==> src/rtl/mem_access_ctrl_pkg.sv <==
// Shared definitions for the SPARC load/store path to ram128x32:
// op3 encodings, trap codes, access sizes and the controller state enum.
package mem_pkg;

    localparam logic [5:0] OP_LD   = 6'b000000;
    localparam logic [5:0] OP_LDUB = 6'b000001;
    localparam logic [5:0] OP_LDUH = 6'b000010;
    localparam logic [5:0] OP_LDSB = 6'b001001;
    localparam logic [5:0] OP_LDSH = 6'b001010;
    localparam logic [5:0] OP_ST   = 6'b000100;
    localparam logic [5:0] OP_STB  = 6'b000101;
    localparam logic [5:0] OP_STH  = 6'b000110;

    localparam logic [1:0] TRAP_OK       = 2'b00;
    localparam logic [1:0] TRAP_MISALIGN = 2'b01;
    localparam logic [1:0] TRAP_TIMEOUT  = 2'b10;
    localparam logic [1:0] TRAP_ILLEGAL  = 2'b11;

    localparam logic [1:0] SZ_BYTE = 2'b00;
    localparam logic [1:0] SZ_HALF = 2'b01;
    localparam logic [1:0] SZ_WORD = 2'b10;

    typedef enum logic [1:0] {
        ST_IDLE,
        ST_ACCESS,
        ST_RELEASE,
        ST_RESP
    } state_e;

endpackage

==> src/rtl/mem_access_ctrl_if.sv <==
// Request/response bus from the load/store unit plus the RAM-side lines.
// slave = the controller's view, master = the datapath/RAM environment.
interface mem_access_ctrl_if #(
    parameter int ADDR_W = 7,
    parameter int DATA_W = 32
);
    logic              req_valid;
    logic              req_ready;
    logic [5:0]        req_op3;
    logic [ADDR_W-1:0] req_addr;
    logic [DATA_W-1:0] req_wdata;
    logic              rsp_valid;
    logic [DATA_W-1:0] rsp_rdata;
    logic [1:0]        rsp_trap;
    logic              mem_enable;
    logic [5:0]        mem_opcode;
    logic [ADDR_W-1:0] mem_addr;
    logic [DATA_W-1:0] mem_wdata;
    logic [DATA_W-1:0] mem_rdata;
    logic              mem_mfc;

    modport slave (
        input  req_valid, req_op3, req_addr, req_wdata, mem_rdata, mem_mfc,
        output req_ready, rsp_valid, rsp_rdata, rsp_trap,
               mem_enable, mem_opcode, mem_addr, mem_wdata
    );

    modport master (
        output req_valid, req_op3, req_addr, req_wdata, mem_rdata, mem_mfc,
        input  req_ready, rsp_valid, rsp_rdata, rsp_trap,
               mem_enable, mem_opcode, mem_addr, mem_wdata
    );
endinterface

==> src/rtl/mem_access_ctrl_decode.sv <==
// Combinational op3/address classifier, shared with the datapath trap logic.
module mem_op_decode
    import mem_pkg::*;
#(
    parameter int ADDR_W = 7
) (
    input  logic [5:0]        op3_i,
    input  logic [ADDR_W-1:0] addr_i,
    output logic              legal_o,
    output logic              is_store_o,
    output logic [1:0]        size_o,
    output logic              aligned_o
);

    always_comb begin
        legal_o    = 1'b0;
        is_store_o = 1'b0;
        size_o     = SZ_WORD;
        case (op3_i)
            OP_LD:   begin legal_o = 1'b1; size_o = SZ_WORD; end
            OP_LDUB: begin legal_o = 1'b1; size_o = SZ_BYTE; end
            OP_LDUH: begin legal_o = 1'b1; size_o = SZ_HALF; end
            OP_LDSB: begin legal_o = 1'b1; size_o = SZ_BYTE; end
            OP_LDSH: begin legal_o = 1'b1; size_o = SZ_HALF; end
            OP_ST:   begin legal_o = 1'b1; size_o = SZ_WORD; is_store_o = 1'b1; end
            OP_STB:  begin legal_o = 1'b1; size_o = SZ_BYTE; is_store_o = 1'b1; end
            OP_STH:  begin legal_o = 1'b1; size_o = SZ_HALF; is_store_o = 1'b1; end
            default: begin legal_o = 1'b0; size_o = SZ_WORD; end
        endcase
    end

    always_comb begin
        aligned_o = 1'b1;
        case (size_o)
            SZ_HALF: aligned_o = ~addr_i[0];
            SZ_WORD: aligned_o = (addr_i[1:0] == 2'b00);
            default: aligned_o = 1'b1;
        endcase
    end

endmodule

==> src/rtl/mem_access_ctrl.sv <==
// Single-outstanding load/store controller owning MAR/MDR; runs the RAM
// enable/MFC handshake and reports load data or a trap code.
module mem_access_ctrl
    import mem_pkg::*;
#(
    parameter int ADDR_W  = 7,
    parameter int DATA_W  = 32,
    parameter int TIMEOUT = 16
) (
    input logic          clk_i,
    input logic          reset_i,
    mem_access_ctrl_if.slave bus
);

    localparam int              CNT_W    = $clog2(TIMEOUT);
    localparam logic [CNT_W-1:0] CNT_LAST = CNT_W'(TIMEOUT - 1);

    state_e              state_q, state_d;
    logic [CNT_W-1:0]    cnt_q,   cnt_d;
    logic [ADDR_W-1:0]   mar_q,   mar_d;
    logic [DATA_W-1:0]   mdr_q,   mdr_d;
    logic [5:0]          op_q,    op_d;
    logic [1:0]          trap_q,  trap_d;
    logic                load_q,  load_d;

    logic                dec_legal;
    logic                dec_store;
    logic [1:0]          dec_size;
    logic                dec_aligned;
    logic                unused_dec_size;

    mem_op_decode #(.ADDR_W(ADDR_W)) u_decode (
        .op3_i      (bus.req_op3),
        .addr_i     (bus.req_addr),
        .legal_o    (dec_legal),
        .is_store_o (dec_store),
        .size_o     (dec_size),
        .aligned_o  (dec_aligned)
    );

    // Size is folded into the aligned flag already; the controller needs no more.
    assign unused_dec_size = ^dec_size;

    always_ff @(posedge clk_i) begin
        if (reset_i) begin
            state_q <= ST_IDLE;
            cnt_q   <= '0;
            mar_q   <= '0;
            mdr_q   <= '0;
            op_q    <= '0;
            trap_q  <= TRAP_OK;
            load_q  <= 1'b0;
        end else begin
            state_q <= state_d;
            cnt_q   <= cnt_d;
            mar_q   <= mar_d;
            mdr_q   <= mdr_d;
            op_q    <= op_d;
            trap_q  <= trap_d;
            load_q  <= load_d;
        end
    end

    always_comb begin
        state_d = state_q;
        cnt_d   = cnt_q;
        mar_d   = mar_q;
        mdr_d   = mdr_q;
        op_d    = op_q;
        trap_d  = trap_q;
        load_d  = load_q;

        case (state_q)
            ST_IDLE: begin
                if (bus.req_valid) begin
                    mar_d  = bus.req_addr;
                    mdr_d  = bus.req_wdata;
                    op_d   = bus.req_op3;
                    load_d = dec_legal & ~dec_store;
                    cnt_d  = '0;
                    trap_d = TRAP_OK;
                    // Bad requests go straight to the response so the RAM never sees them.
                    if (!dec_legal) begin
                        trap_d  = TRAP_ILLEGAL;
                        state_d = ST_RESP;
                    end else if (!dec_aligned) begin
                        trap_d  = TRAP_MISALIGN;
                        state_d = ST_RESP;
                    end else begin
                        state_d = ST_ACCESS;
                    end
                end
            end

            ST_ACCESS: begin
                // MFC is checked before expiry so a completion on the last edge still wins.
                if (bus.mem_mfc) begin
                    if (load_q) mdr_d = bus.mem_rdata;
                    cnt_d   = '0;
                    state_d = ST_RELEASE;
                end else if (cnt_q == CNT_LAST) begin
                    trap_d  = TRAP_TIMEOUT;
                    state_d = ST_RESP;
                end else begin
                    cnt_d = cnt_q + CNT_W'(1);
                end
            end

            ST_RELEASE: begin
                if (!bus.mem_mfc) begin
                    state_d = ST_RESP;
                end else if (cnt_q == CNT_LAST) begin
                    trap_d  = TRAP_TIMEOUT;
                    state_d = ST_RESP;
                end else begin
                    cnt_d = cnt_q + CNT_W'(1);
                end
            end

            ST_RESP: begin
                state_d = ST_IDLE;
            end

            default: begin
                state_d = ST_IDLE;
            end
        endcase
    end

    assign bus.req_ready  = (state_q == ST_IDLE);
    assign bus.rsp_valid  = (state_q == ST_RESP);
    assign bus.rsp_trap   = (state_q == ST_RESP) ? trap_q : TRAP_OK;
    assign bus.rsp_rdata  = ((state_q == ST_RESP) && (trap_q == TRAP_OK) && load_q) ? mdr_q : '0;
    assign bus.mem_enable = (state_q == ST_ACCESS);
    assign bus.mem_opcode = op_q;
    assign bus.mem_addr   = mar_q;
    assign bus.mem_wdata  = mdr_q;

endmodule

==> src/flat_wrapper.sv <==
// flat-port wrapper written by rule: the top's interface ports become plain ports
module mem_access_ctrl_flat import mem_pkg::*;
#(
    parameter int ADDR_W  = 7,
    parameter int DATA_W  = 32,
    parameter int TIMEOUT = 16
)
  (clk_i, reset_i, bus_req_valid, bus_req_op3, bus_req_addr, bus_req_wdata, bus_mem_rdata, bus_mem_mfc, bus_req_ready, bus_rsp_valid, bus_rsp_rdata, bus_rsp_trap, bus_mem_enable, bus_mem_opcode, bus_mem_addr, bus_mem_wdata);
  mem_access_ctrl_if #(.ADDR_W(ADDR_W), .DATA_W(DATA_W)) bus_i ();
  input logic clk_i;
  input logic reset_i;
  input wire logic [$bits(bus_i.req_valid)-1:0] bus_req_valid;
  input wire logic [$bits(bus_i.req_op3)-1:0] bus_req_op3;
  input wire logic [$bits(bus_i.req_addr)-1:0] bus_req_addr;
  input wire logic [$bits(bus_i.req_wdata)-1:0] bus_req_wdata;
  input wire logic [$bits(bus_i.mem_rdata)-1:0] bus_mem_rdata;
  input wire logic [$bits(bus_i.mem_mfc)-1:0] bus_mem_mfc;
  output wire logic [$bits(bus_i.req_ready)-1:0] bus_req_ready;
  output wire logic [$bits(bus_i.rsp_valid)-1:0] bus_rsp_valid;
  output wire logic [$bits(bus_i.rsp_rdata)-1:0] bus_rsp_rdata;
  output wire logic [$bits(bus_i.rsp_trap)-1:0] bus_rsp_trap;
  output wire logic [$bits(bus_i.mem_enable)-1:0] bus_mem_enable;
  output wire logic [$bits(bus_i.mem_opcode)-1:0] bus_mem_opcode;
  output wire logic [$bits(bus_i.mem_addr)-1:0] bus_mem_addr;
  output wire logic [$bits(bus_i.mem_wdata)-1:0] bus_mem_wdata;
  assign bus_i.req_valid = bus_req_valid;
  assign bus_i.req_op3 = bus_req_op3;
  assign bus_i.req_addr = bus_req_addr;
  assign bus_i.req_wdata = bus_req_wdata;
  assign bus_i.mem_rdata = bus_mem_rdata;
  assign bus_i.mem_mfc = bus_mem_mfc;
  assign bus_req_ready = bus_i.req_ready;
  assign bus_rsp_valid = bus_i.rsp_valid;
  assign bus_rsp_rdata = bus_i.rsp_rdata;
  assign bus_rsp_trap = bus_i.rsp_trap;
  assign bus_mem_enable = bus_i.mem_enable;
  assign bus_mem_opcode = bus_i.mem_opcode;
  assign bus_mem_addr = bus_i.mem_addr;
  assign bus_mem_wdata = bus_i.mem_wdata;
  mem_access_ctrl #(.ADDR_W(ADDR_W), .DATA_W(DATA_W), .TIMEOUT(TIMEOUT)) u_core (.clk_i(clk_i), .reset_i(reset_i), .bus(bus_i));
endmodule
==> config.mk <==
export PLATFORM = sky130hd
export DESIGN_NAME = mem_access_ctrl_flat
export DESIGN_NICKNAME = d
export VERILOG_FILES = /design/src/rtl/mem_access_ctrl_pkg.sv /design/src/rtl/mem_access_ctrl_if.sv /design/src/rtl/mem_access_ctrl_decode.sv /design/src/rtl/mem_access_ctrl.sv /design/src/flat_wrapper.sv
export SDC_FILE = /design/constraint.sdc
export NUM_CORES = 1
export LEC_CHECK = 0
export CAP_MARGIN = 20
export CORE_UTILIZATION = 42
export CTS_BUF_LIST = sky130_fd_sc_hd__clkbuf_16
export DETAILED_ROUTE_END_ITERATION = 6
export GPL_ROUTABILITY_DRIVEN = 0
export PLACE_DENSITY = 0.87
export SLEW_MARGIN = 10
export SYNTH_ARGS = -nofsm -noshare
export SYNTH_HDL_FRONTEND = slang
export SYNTH_SLANG_ARGS = --single-unit
==> constraint.sdc <==
create_clock -name clk_i -period 4.9 [get_ports clk_i]
set_input_delay 1.225 -clock clk_i [delete_from_list [all_inputs] [get_ports clk_i]]
set_output_delay 1.225 -clock clk_i [all_outputs]
set_load 0.01 [all_outputs]
==> reports/metrics.yaml, run 1 <==
route:
  routed_wl_um: 8330
  antenna_left: 0
  wl_per_cell_um: 15.3
  dr.pass1.iters: 6
  drc: 15
  viasPerCell: 5.14
  first_iter_violations: 140
  vias: 2789
run:
  drv_cap: 0
clock_network:
  cts_setup_buffers: 0
  cts-htree-levels: 2
  path_clk_slew_ns: 0.07
  postCtsHoldBufs: 0
  cts_root_buf: "clkbuf_16"
  ctsResizeCount: 0
  insertion_delay_ns: 0.29
  cts_tree: "done"
  clock_path_buffers: 2
  cts_sinks: 54
  cts_made_buffers: 5
power_and_ir_drop:
  pwr-share-comb: 0.445
  seq_power_share: 0.356
  switching_share: 0.354
  power_density_nw_per_um2: 371
  ir_worst_vdd_v: 0.000456
  power.net_switching_mw: 0.612
  leakagePower_nw: 1.69
  p_int_mw: 1.12
  p_clk_frac: 0.199
floorplan:
  start_util: 0.444
  num_io_pins: 163
  die_h_um: 84.8
  rows: 29
  core_area_um2: 6490
  fp.dieW_um: 84.8
  dieArea_um2: 7200
cells_and_area:
  final_cell_mix: "clkdlybuf4s50_1, dfxtp_1, nor2_1"
  final_common_cell: "clkdlybuf4s50_1"
  design_area_um2: 4660
  drive_gt1_frac: 0.103
  antenna_cells: 0
  area_growth_syn_to_layout_pct: 61.7
  n_fill_cell: 492
  final_nets: 551
synthesis:
  avgSynthCellArea_um2: 9.18
  ys_types: 39
  synth.top_cell.area_share: 0.375
  seq_area_frac_synth: 0.375
  synthSimpleGateAreaFrac: 0.204
  ys.flop_type: "dfxtp_1"
  synth_fa_ha_area_frac: 0.0217
  yosys_warnings: 0
  synthMuxAreaShare: 0.118
  synth_area_um2: 2880
  yosys.area_share.xor_xnor: 0
  synthTopCellsByArea: "dfxtp_1, a211oi_2, mux2i_1, and2_1, nor2_1"
  synthCells: 314
  synth_nets: 400
  synth_compound_gate_area_share: 0.231
  ys_async_sr_fraction: 0
  synth_top_family_by_area: "compound AO/OA/AOI/OAI gates"
  yosys_register_bits: 54
  netlist.top_cell.by_area: "dfxtp_1"
  synth_edf_count: 0
timing:
  min_period_ns: 3.86
  slew_headroom: 0.490
  tightest_slew_ns: 0.765
  slew_violations: 0
  setup_violations: 0
  finalHoldViolCount: 0
  min_period_over_period: 0.788
  setup_tns_ns: 0
  grt_setup_unrepaired: "false"
  fmax_ghz: 0.259
  worst_slack_ns: 1.04
  skew_ns: 0.00670
critical_path:
  path_max_fanout: 18
  cp.arrival_ns: 2.64
  cpLargestDelayFamily: "simple AND/OR/NAND/NOR gates"
  slowest_stage: "nor4bb_4"
  max_stage_delay_ns: 0.70
  cp-end-kind: "output port"
  critPathLaunchType: "register"
  cp_cell_sequence: "ha_1 > nor4bb_4 > buf_4 > and2_1 > clkdlybuf4s50_1"
  path_buf_inv: 2
  critical_path_class: "register to output port"
  cp.required_ns: 3.67
placed_design:
  port_buffers: 162
  place_hpwl_um: 6340
  pre_cts_slack_ns: 1.29
  dpl-instance-area_um2: 4520
global_routing:
  grt_antenna_before_repair: 0
  grt_usage: 0.232
  overflow: 0
  grt_pass1_vias: 2749
  grt_pass1_wl_um: 13500
  grt_max_degree: 65
status:
  outcome: "finished with violations"
  violations: "DRC"
worst_hold_path:
  hp-class: "register to register"
-- cell usage after synthesis (3+ instances only) --
cell type,count
buf_2,4
nor2_1,41
inv_1,5
ha_1,5
nor2b_1,3
mux2i_1,33
buf_6,3
and2_1,35
dfxtp_1,54
buf_4,4
a21oi_1,19
a211oi_2,28
clkbuf_1,10
a211oi_1,9
nand2_1,33
-- through the flow --
step	hold WS [ns]	instances	total power, mW	utilization
floorplan	0.460	314	1.09	-
global placement	0.442	535	1.37	0.696
finish	0.457	543	1.73	0.718
detailed placement	0.450	535	1.40	0.696
CTS	0.460	543	1.74	0.718
global route	0.481	543	1.83	0.718
-- power by group through the flow --
stage	Clock, mW	Combinational, mW	Sequential, mW
6_report	0.344	0.770	0.616
5_1_grt	0.371	0.834	0.629
4_1_cts	0.350	0.776	0.618
3_5_place_dp	0	0.773	0.627
3_3_place_gp	0	0.748	0.623
2_1_floorplan	0	0.434	0.652
-- registers in the layout, indices dropped and copies added (netlist names) --
register,cells
u_core.trap_q,2
u_core.state_q,2
u_core.load_q,1
u_core.bus.mem_addr,7
u_core.cnt_q,4
u_core.bus.mem_opcode,6
u_core.bus.mem_wdata,32
-- layout make-up --
type / count / area (µm²) / area share
multi-input combinational: 233 / 1680 / 0.359
timing repair buffer: 166 / 1650 / 0.353
sequential: 54 / 1080 / 0.232
clock buffer: 5 / 125 / 0.0268
tap: 77 / 96.3 / 0.0207
inverter: 5 / 18.8 / 0.00403
clock inverter: 3 / 17.5 / 0.00376
-- layer usage --
layer  wire, µm  GRT usage  up-vias  share of wire
met4        105     0.0570        0          0.013
met2       4330      0.446       88           0.52
met3        482     0.0428        9          0.058
met1       3420      0.264     1292           0.41
met5          0          0        -              0
li1           -          -     1400              -
-- worst min-delay path, delay by kind of cell (launching register included) --
family,cells,cell delay [ns]
flops,1,0.31
simple gates,1,0.05
compound gates,1,0.05
-- final timing paths --
check / end / depth (start not counted) / start / slack, ns
worst max-delay path: bus_rsp_rdata[27] / 5 / u_core.state_q[1]$_SDFFE_PP0N_ / 1.04
worst min-delay path: u_core.bus.mem_opcode[5]$_SDFFE_PP0P_ / 2 / u_core.bus.mem_opcode[5]$_SDFFE_PP0P_ / 0.46
worst max register to register: u_core.bus.mem_wdata[1]$_SDFFE_PP0P_ / 8 / u_core.state_q[1]$_SDFFE_PP0N_ / 2.20
worst min register to register: u_core.bus.mem_opcode[5]$_SDFFE_PP0P_ / 2 / u_core.bus.mem_opcode[5]$_SDFFE_PP0P_ / 0.46
-- cells by family (layout without fill, tap and decap cells) --
group	Yosys count	in the layout
flops	54	54
simple gates	122	122
compound gates	72	72
fa+ha+maj	5	5
buf+inv	27	179
mux	34	34
(Power assumes the default switching activity.)
==> run 2, diff against run 1 <==
--- a/config.mk
+++ b/config.mk
@@ -6,11 +6,11 @@
 export NUM_CORES = 1
 export LEC_CHECK = 0
 export CAP_MARGIN = 20
-export CORE_UTILIZATION = 42
+export CORE_UTILIZATION = 39
 export CTS_BUF_LIST = sky130_fd_sc_hd__clkbuf_16
 export DETAILED_ROUTE_END_ITERATION = 6
 export GPL_ROUTABILITY_DRIVEN = 0
-export PLACE_DENSITY = 0.87
+export PLACE_DENSITY = 0.82
 export SLEW_MARGIN = 10
 export SYNTH_ARGS = -nofsm -noshare
 export SYNTH_HDL_FRONTEND = slang
==> constraint.sdc (replaced) <==
create_clock -name clk_i -period 3.95 [get_ports clk_i]
set_input_delay 0.9875 -clock clk_i [delete_from_list [all_inputs] [get_ports clk_i]]
set_output_delay 0.9875 -clock clk_i [all_outputs]
set_load 0.01 [all_outputs]
==> run 2 against run 1 <==
The run now ends clean. Power is 24% higher. Cell count grew 3.7%. Combinational power up 24%. Critical endpoint is now bus_rsp_rdata[7].
==> reports/metrics.yaml, run 2 (synthesis gave the netlist of run 1 again) <==
status:
  outcome: "finished, final reports clean"  # was finished with violations
global_routing:
  grt_usage: 0.204  # was 0.232
  grt_pass1_wl_um: 12300  # was 13500 µm
  overflow: 0  # unchanged
  grt_max_degree: 51  # was 65
  grt_antenna_before_repair: 0  # unchanged
  grt_pass1_vias: 2648  # was 2749
placed_design:
  place_hpwl_um: 6390  # was 6340 µm
  port_buffers: 162  # unchanged
  dp.cells: 556  # was 535
timing:
  slew_headroom: 0.431  # was 0.490
  tightest_slew_ns: 0.853  # was 0.765 ns
  finalHoldViolCount: 0  # unchanged
  min_period_ns: 3.22
  skew_ns: 0.00714  # was 0.00670 ns
  fmax_ghz: 0.310
  grt_setup_unrepaired: "false"  # unchanged
  setup_tns_ns: 0  # unchanged
  slew_violations: 0  # unchanged
  setup_violations: 0  # unchanged
  min_period_over_period: 0.816
cells_and_area:
  final_common_cell: "clkdlybuf4s50_1"  # unchanged
  final_nets: 553  # was 551
  n_fill_cell: 612  # was 492
  final_cell_mix: "clkdlybuf4s50_1, dfxtp_1, nor2_1"  # unchanged
  antenna_cells: 0  # unchanged
  largest_reg_flops: 32  # unchanged
  stdcell_count: 563  # was 543
  area_growth_syn_to_layout_pct: 62.9  # was 61.7%
  drive_gt1_frac: 0.107  # was 0.103
floorplan:
  dieArea_um2: 7740  # was 7200 µm²
  fp.dieW_um: 88.0  # was 84.8 µm
  rows: 30  # was 29
  num_io_pins: 163  # unchanged
  core_area_um2: 6980  # was 6490 µm²
  die_h_um: 88.0  # was 84.8 µm
  start_util: 0.413  # was 0.444
route:
  routed_wl_um: 8170  # was 8330 µm
  first_iter_violations: 81  # was 140
  antenna_left: 0  # unchanged
  viasPerCell: 5.01  # was 5.14
  vias: 2818  # was 2789
  dr.pass1.iters: 4  # was 6
  wl_per_cell_um: 14.5  # was 15.3 µm
  drc: 0  # was 15
critical_path:
  critPathLaunchType: "register"  # unchanged
  critical_path_class: "register to output port"  # unchanged
  cp.required_ns: 2.96  # was 3.67 ns
  path_max_fanout: 16  # was 18
  cp-end-kind: "output port"  # unchanged
  cp.arrival_ns: 2.24  # was 2.64 ns
clock_network:
  cts_sinks: 54  # unchanged
  cts_made_buffers: 5  # unchanged
  cts_setup_buffers: 0  # unchanged
  path_clk_slew_ns: 0.07  # about the same
  ctsResizeCount: 0  # unchanged
  cts-htree-levels: 2  # unchanged
  cts_tree: "done"  # unchanged
  insertion_delay_ns: 0.29  # about the same
  clock_path_buffers: 2  # unchanged
  postCtsHoldBufs: 0  # unchanged
  cts_root_buf: "clkbuf_16"  # unchanged
run:
  drv_cap: 0  # unchanged
power_and_ir_drop:
  ir_worst_vdd_v: 0.000322  # was 0.000456 V
  leakagePower_nw: 1.68  # was 1.69 nW
  power_mw: 2.14  # was 1.73 mW
  power_density_nw_per_um2: 456  # was 371 nW/µm²
worst_hold_path:
  hp-class: "register to register"  # unchanged
run 2: path summary, 6_finish.rpt:
check / start / to / slack (ns) / cells past startpoint
min: u_core.bus.mem_addr[1]$_SDFFE_PP0P_ / u_core.bus.mem_addr[1]$_SDFFE_PP0P_ / 0.46 / 2
max reg2reg: u_core.state_q[1]$_SDFFE_PP0N_ / u_core.bus.mem_wdata[2]$_SDFFE_PP0P_ / 1.22 / 8
max: u_core.state_q[1]$_SDFFE_PP0N_ / bus_rsp_rdata[7] / 0.73 / 5
min reg2reg: u_core.bus.mem_addr[1]$_SDFFE_PP0P_ / u_core.bus.mem_addr[1]$_SDFFE_PP0P_ / 0.46 / 2
run 2: worst max-delay path, stage by stage, from the launching register on:
cell             delay [ns]
dfxtp_1                0.41
ha_1                   0.27
nor4bb_4               0.34
buf_4                  0.23
and2_1                 0.15
clkdlybuf4s50_1        0.54
run 2: final cells by class:
cell class                      count  area, µm²  area share
Clock buffer                        5        125      0.0266
Sequential cell                    54       1080       0.230
Multi-Input combinational cell    233       1680       0.357
Inverter                            5       18.8     0.00400
Clock inverter                      2       15.0     0.00320
Timing Repair Buffer              168       1660       0.354
Tap cell                           96        120      0.0256
run 2: metrics by stage:
step	utilization	hold slack (ns)	worst slack, ns	area, µm²
3_5_place_dp	0.653	0.453	1.03	4560
2_1_floorplan	-	0.460	1.46	2880
3_3_place_gp	0.653	0.441	1.09	4560
5_1_grt	0.673	0.474	0.628	4700
6_report	0.673	0.459	0.727	4700
4_1_cts	0.673	0.463	0.704	4700
run 2: report_power, final:
group / leakage [nW] / internal (mW) / switching, mW
registers: 0.446 / 0.671 / 0.0936
clock network: 0.0619 / 0.232 / 0.193
logic: 1.18 / 0.488 / 0.464
total: 1.68 / 1.39 / 0.751
run 2: layer usage:
| metal | routed length, µm | part of all wire | track usage | vias to the layer above |
|---|---|---|---|---|
| met2 | 4170 | 0.51 | 0.380 | 103 |
| li1 | - | - | - | 1402 |
| met1 | 3300 | 0.40 | 0.236 | 1301 |
| met5 | 0 | 0 | 0 | - |
| met4 | 163 | 0.020 | 0.0671 | 0 |
| met3 | 539 | 0.066 | 0.0320 | 12 |
